## src/rtl/hazard_fwd_ctrl.sv

```systemverilog
// Hazard detection and forwarding-select generation for the 5-stage core.
// Keeps shadow copies of the E/M/W write records and the mult/div busy window.
module hazard_fwd_ctrl #(
    parameter int unsigned MULT_CYC = 5,
    parameter int unsigned DIV_CYC  = 10
) (
    input  logic       clk,
    input  logic       rst_n,
    input  logic [4:0] d_rs,
    input  logic [4:0] d_rt,
    input  logic [1:0] d_tuse_rs,
    input  logic [1:0] d_tuse_rt,
    input  logic [4:0] d_dst,
    input  logic [1:0] d_tnew,
    input  logic       d_md_start,
    input  logic       d_md_div,
    input  logic       d_md_use,
    output logic       stall,
    output logic [1:0] d_fwd_rs,
    output logic [1:0] d_fwd_rt,
    output logic [1:0] e_fwd_rs,
    output logic [1:0] e_fwd_rt,
    output logic       m_fwd_rt,
    output logic       md_busy
);

    logic [4:0] e_dst, e_rs, e_rt;
    logic [1:0] e_tnew;
    logic       e_md_start, e_md_div;
    logic [4:0] m_dst, m_rt;
    logic [1:0] m_tnew;
    logic [4:0] w_dst;
    logic [1:0] w_tnew;
    logic [3:0] md_cnt;

    function automatic logic [1:0] dec_sat(input logic [1:0] t);
        return (t == 2'd0) ? 2'd0 : t - 2'd1;
    endfunction

    // Register 0 is hard-wired, so it never participates in a dependency.
    function automatic logic hit(input logic [4:0] s, input logic [4:0] dst);
        return (s != 5'd0) && (s == dst);
    endfunction

    function automatic logic [1:0] d_sel(input logic [4:0] s);
        if (hit(s, e_dst) && e_tnew == 2'd0)
            return 2'b01;
        else if (hit(s, m_dst) && m_tnew == 2'd0)
            return 2'b10;
        else if (hit(s, w_dst) && w_tnew == 2'd0)
            return 2'b11;
        else
            return 2'b00;
    endfunction

    function automatic logic [1:0] e_sel(input logic [4:0] s);
        if (hit(s, m_dst) && m_tnew == 2'd0)
            return 2'b01;
        else if (hit(s, w_dst))
            return 2'b10;
        else
            return 2'b00;
    endfunction

    function automatic logic data_stall(input logic [4:0] s, input logic [1:0] tuse);
        return (hit(s, e_dst) && (e_tnew > tuse)) ||
               (hit(s, m_dst) && (m_tnew > tuse));
    endfunction

    logic md_stall;

    always_comb begin
        md_busy  = (md_cnt != 4'd0);
        md_stall = d_md_use && (md_busy || e_md_start);
        stall    = data_stall(d_rs, d_tuse_rs) | data_stall(d_rt, d_tuse_rt) | md_stall;
        d_fwd_rs = d_sel(d_rs);
        d_fwd_rt = d_sel(d_rt);
        e_fwd_rs = e_sel(e_rs);
        e_fwd_rt = e_sel(e_rt);
        m_fwd_rt = hit(m_rt, w_dst);
    end

    always_ff @(posedge clk or negedge rst_n) begin
        if (!rst_n) begin
            e_dst      <= '0;
            e_tnew     <= '0;
            e_rs       <= '0;
            e_rt       <= '0;
            e_md_start <= 1'b0;
            e_md_div   <= 1'b0;
            m_dst      <= '0;
            m_tnew     <= '0;
            m_rt       <= '0;
            w_dst      <= '0;
            w_tnew     <= '0;
            md_cnt     <= '0;
        end else begin
            w_dst  <= m_dst;
            w_tnew <= dec_sat(m_tnew);
            m_dst  <= e_dst;
            m_tnew <= dec_sat(e_tnew);
            m_rt   <= e_rt;
            if (stall) begin
                e_dst      <= '0;
                e_tnew     <= '0;
                e_rs       <= '0;
                e_rt       <= '0;
                e_md_start <= 1'b0;
                e_md_div   <= 1'b0;
            end else begin
                e_dst      <= d_dst;
                e_tnew     <= d_tnew;
                e_rs       <= d_rs;
                e_rt       <= d_rt;
                e_md_start <= d_md_start;
                e_md_div   <= d_md_div;
            end
            if (e_md_start)
                md_cnt <= e_md_div ? 4'(DIV_CYC) : 4'(MULT_CYC);
            else if (md_cnt != 4'd0)
                md_cnt <= md_cnt - 4'd1;
        end
    end

endmodule

```

## config.mk

```make
export PLATFORM = sky130hd
export DESIGN_NAME = hazard_fwd_ctrl
export DESIGN_NICKNAME = d
export VERILOG_FILES = /design/src/rtl/hazard_fwd_ctrl.sv
export SDC_FILE = /design/constraint.sdc
export NUM_CORES = 1
export LEC_CHECK = 0
export ABC_AREA = 1
export CAP_MARGIN = 0
export CORE_ASPECT_RATIO = 0.5
export CORE_MARGIN = 2
export CORE_UTILIZATION = 45
export CTS_BUF_LIST = sky130_fd_sc_hd__clkbuf_8 sky130_fd_sc_hd__clkbuf_16
export DETAILED_ROUTE_END_ITERATION = 16
export GPL_TIMING_DRIVEN = 1
export PLACE_DENSITY_LB_ADDON = 0.1
export SLEW_MARGIN = 20
export SYNTH_ARGS = -nofsm -noshare
export SYNTH_HDL_FRONTEND = slang
export SYNTH_SLANG_ARGS = --single-unit
```

## constraint.sdc

```tcl
create_clock -name clk -period 1.9 [get_ports clk]
set_input_delay 0.285 -clock clk [delete_from_list [all_inputs] [get_ports clk]]
set_output_delay 0.285 -clock clk [all_outputs]
set_load 0.005 [all_outputs]
```

==> run metrics <==
Peak supply drop 639 uV; CP required between 1500 and 2000 ps; Tot GR Track Use around a quarter; Final Net Count 453; number of max-cap violations 0; ordered cell list for the critical path clkdlybuf4s50_1, inv_2, ha_4, a21oi_2, a21oi_2, nand3_2, nand3_2, or2_1, buf_2; Critical Path AT roughly 1800 ps; sequential-to-total area share from yosys stat about two fifths; Die Ht just under 60 um; Layout Cell Area excl Fill between 3000 and 4000 um2; Clock Latency Late Sink roughly 290 ps; CTS Buffer Depth 2; f_max 491 MHz; antenna violations before repair 0; crit path max fanout 2; via/cell ratio ~5.1; H-Tree Level Count 2; TritonCTS clock tree yes; Async S/R FF share, synth 100%; top post-synthesis cells by count inv_1 (51), nand2_1 (50), dfrtp_1 (42), nor2_1 (27), xnor2_1 (24); Initial Util roughly 47%; Setup TNS -185 ps; Post-DRT Antenna Nets 0; Netlist cell types 30; port bufs 36; gr ovfl total 0; yosys warns 0; n_diodes 0; minimum clock period 2040 ps; most used flip-flop cell after synthesis dfrtp_1; Setup crit end kind output port; Worst setup SP type input port; DP Wirelength ~5.2 mm; vias in the first global route roughly 2,600; Final WS setup -138 ps; crit path kind input port to output port; die area approximately 6500 um2; Synth Register Bits 42; clock root buffer clkbuf_16; Via Count 2,484; Max Clock Skew between 6 and 7 ps; share of Yosys cell area claimed by the top area cell type 40.0%; Least-Margin Pin Slew 385 ps; final core occ between 70% and 80%; Cell Area, Placed between 3000 and 4000 um2; Mapped Nets about 350; clk sinks between 40 and 50; Final Hold Vio Count 0; Post-synth EDFFs 0; WL/cell ~15 um; Core Area 5560 um2; Slew Limit Fails 0; r2r worst-path depth 9; CP bufs+invs 3; violated checks negative setup slack; Top Family by Delay on Critical Path buffers and inverters; GPL Wtd Cong roughly 0.88; Critical R2R Launch m_dst[4]; R2R Setup Slk roughly 140 ps; Tcrit/Tclk final 107%; post-place setup slack -553 ps; RSZ-0062 raised after global routing yes; Num CTS Buffers 5; status complete, but fails checks; pin count of the biggest net entering global routing 20; Slew headroom between 70 and 80%; count of mapped cells out of synthesis ~310; CP max-delay cell clkdlybuf4s50_1; top cells by area, synth dfrtp_1 (40%), xnor2_1 (8.0%), inv_1 (7.3%); Die X-Extent roughly 110 um; mean area per synthesized cell 8.39 um2; Netlist Area Pre-Place 2630 um2; final WL between 7 and 8 mm; top-count cell post-synth inv_1; Pleak 1.96 nW; Row Count 19; worst hold slack approximately 420 ps; Design Power 3.55 mW; Inst Count DP about 460; crit-path max cell delay approximately 470 ps; area leader, netlist dfrtp_1; synth-to-layout area growth 50.2%; HP Class input port to asynchronous set/reset pin; DR pass1 iterations 4; Setup violations, final 4; FF-to-FF End e_rs[3]; Residual DRC 0; Pwr Density approximately 900 nW/um2; layout cell share with drive strength beyond 1 about 43%; Clock transition at path regs about 60 ps; final cell count without fillers 490; first-pass GRT wire length 12.0 mm; # IOs 37; Starting DRT DRC Count approximately 140
cells by family after synthesis:
family | synth area share, %
buffers and inverters | 10.2
flip-flops | 40.0
AO/OA/AOI/OAI | 6.57
AND/OR/NAND/NOR | 26.8
XOR/XNOR | 11.7
adder cells (fa/ha/maj) | 4.76
final cells by class:
| class | instances | area [um2] |
|---|---|---|
| inverter | 54 | 203 |
| tap | 73 | 91.3 |
| timing repair buffer | 106 | 865 |
| multi-input combinational | 208 | 1590 |
| clock inverter | 2 | 11.3 |
| sequential | 42 | 1060 |
| clock buffer | 5 | 125 |
| fill | 424 | 1620 |
power by group:
| group | internal [mW] | leakage, nW | switching [mW] |
|---|---|---|---|
| registers | 1.06 | 0.531 | 0.153 |
| clock network | 0.474 | 0.0671 | 0.340 |
| logic | 0.783 | 1.36 | 0.750 |
| total | 2.31 | 1.96 | 1.24 |
sequential cells by signal, summed over array words and instances, names as in the netlist:
| register | cells |
|---|---|
| e_md_start | 1 |
| w_dst | 5 |
| e_tnew | 2 |
| e_rs | 5 |
| e_rt | 5 |
| e_md_div | 1 |
| m_dst | 5 |
| md_cnt | 4 |
| w_tnew | 2 |
| m_tnew | 2 |
| e_dst | 5 |
| m_rt | 5 |
cells in the final DEF (no fill, tap or decap), drive strengths merged:
| master | n |
|---|---|
| nor2 | 30 |
| o21a | 1 |
| o211ai | 2 |
| nor4 | 1 |
| o2111ai | 3 |
| clkdlybuf4s50 | 14 |
| nand3 | 14 |
| o22ai | 2 |
| nand2 | 51 |
| ha | 10 |
| clkbuf | 6 |
| nand4 | 6 |
| dlygate4sd2 | 10 |
| buf | 79 |
| or2 | 4 |
| nor3 | 27 |
| o21ai | 10 |
| dfrtp | 42 |
| a21oi | 11 |
| xor2 | 11 |
| clkinvlp | 1 |
| a31oi | 1 |
| dlymetal6s2s | 1 |
| inv | 55 |
| dlygate4sd3 | 1 |
| xnor2 | 24 |
timing repair:
| action | in CTS | in global routing |
|---|---|---|
| hold buffers | 1 | 0 |
| pin swaps | 27 | 20 |
| gates cloned | 0 | 0 |
| resized for setup | 91 | 37 |
| setup buffers | 21 | 1 |
| setup endpoints to repair | 10 | 11 |
| hold endpoints to repair | 13 | 0 |
worst max path at each step:
| stage | startpoint | endpoint | slack (ps) | cells past startpoint |
|---|---|---|---|---|
| final | d_tuse_rs[1] | stall | -140 | 9 |
| after global routing | m_tnew[1] | stall | -190 | 8 |
| after CTS | m_tnew[1] | stall | -110 | 8 |
| after detailed placement | d_tuse_rs[1] | stall | -550 | 9 |
| after global placement | d_tuse_rs[1] | stall | -530 | 9 |
| after floorplan | e_tnew[1] | stall | 210 | 7 |
worst reg2reg max path, delay by kind of cell, from the launching register on:
| family | cells | cell delay, ps |
|---|---|---|
| buffers and inverters | 3 | 600 |
| xor gates and xnor gates | 1 | 130 |
| DFF | 1 | 410 |
| and+or+nand+nor | 5 | 490 |
metal layers:
metal | share of wire [%] | global-route usage [%] | vias to the layer above
li1 | - | - | 1194
met2 | 47 | 40.1 | 76
met4 | 1.1 | 7.14 | 0
met3 | 5.0 | 6.17 | 7
met1 | 46 | 31.6 | 1207
met5 | 0 | 0 | -
(Power assumes the default switching activity.)
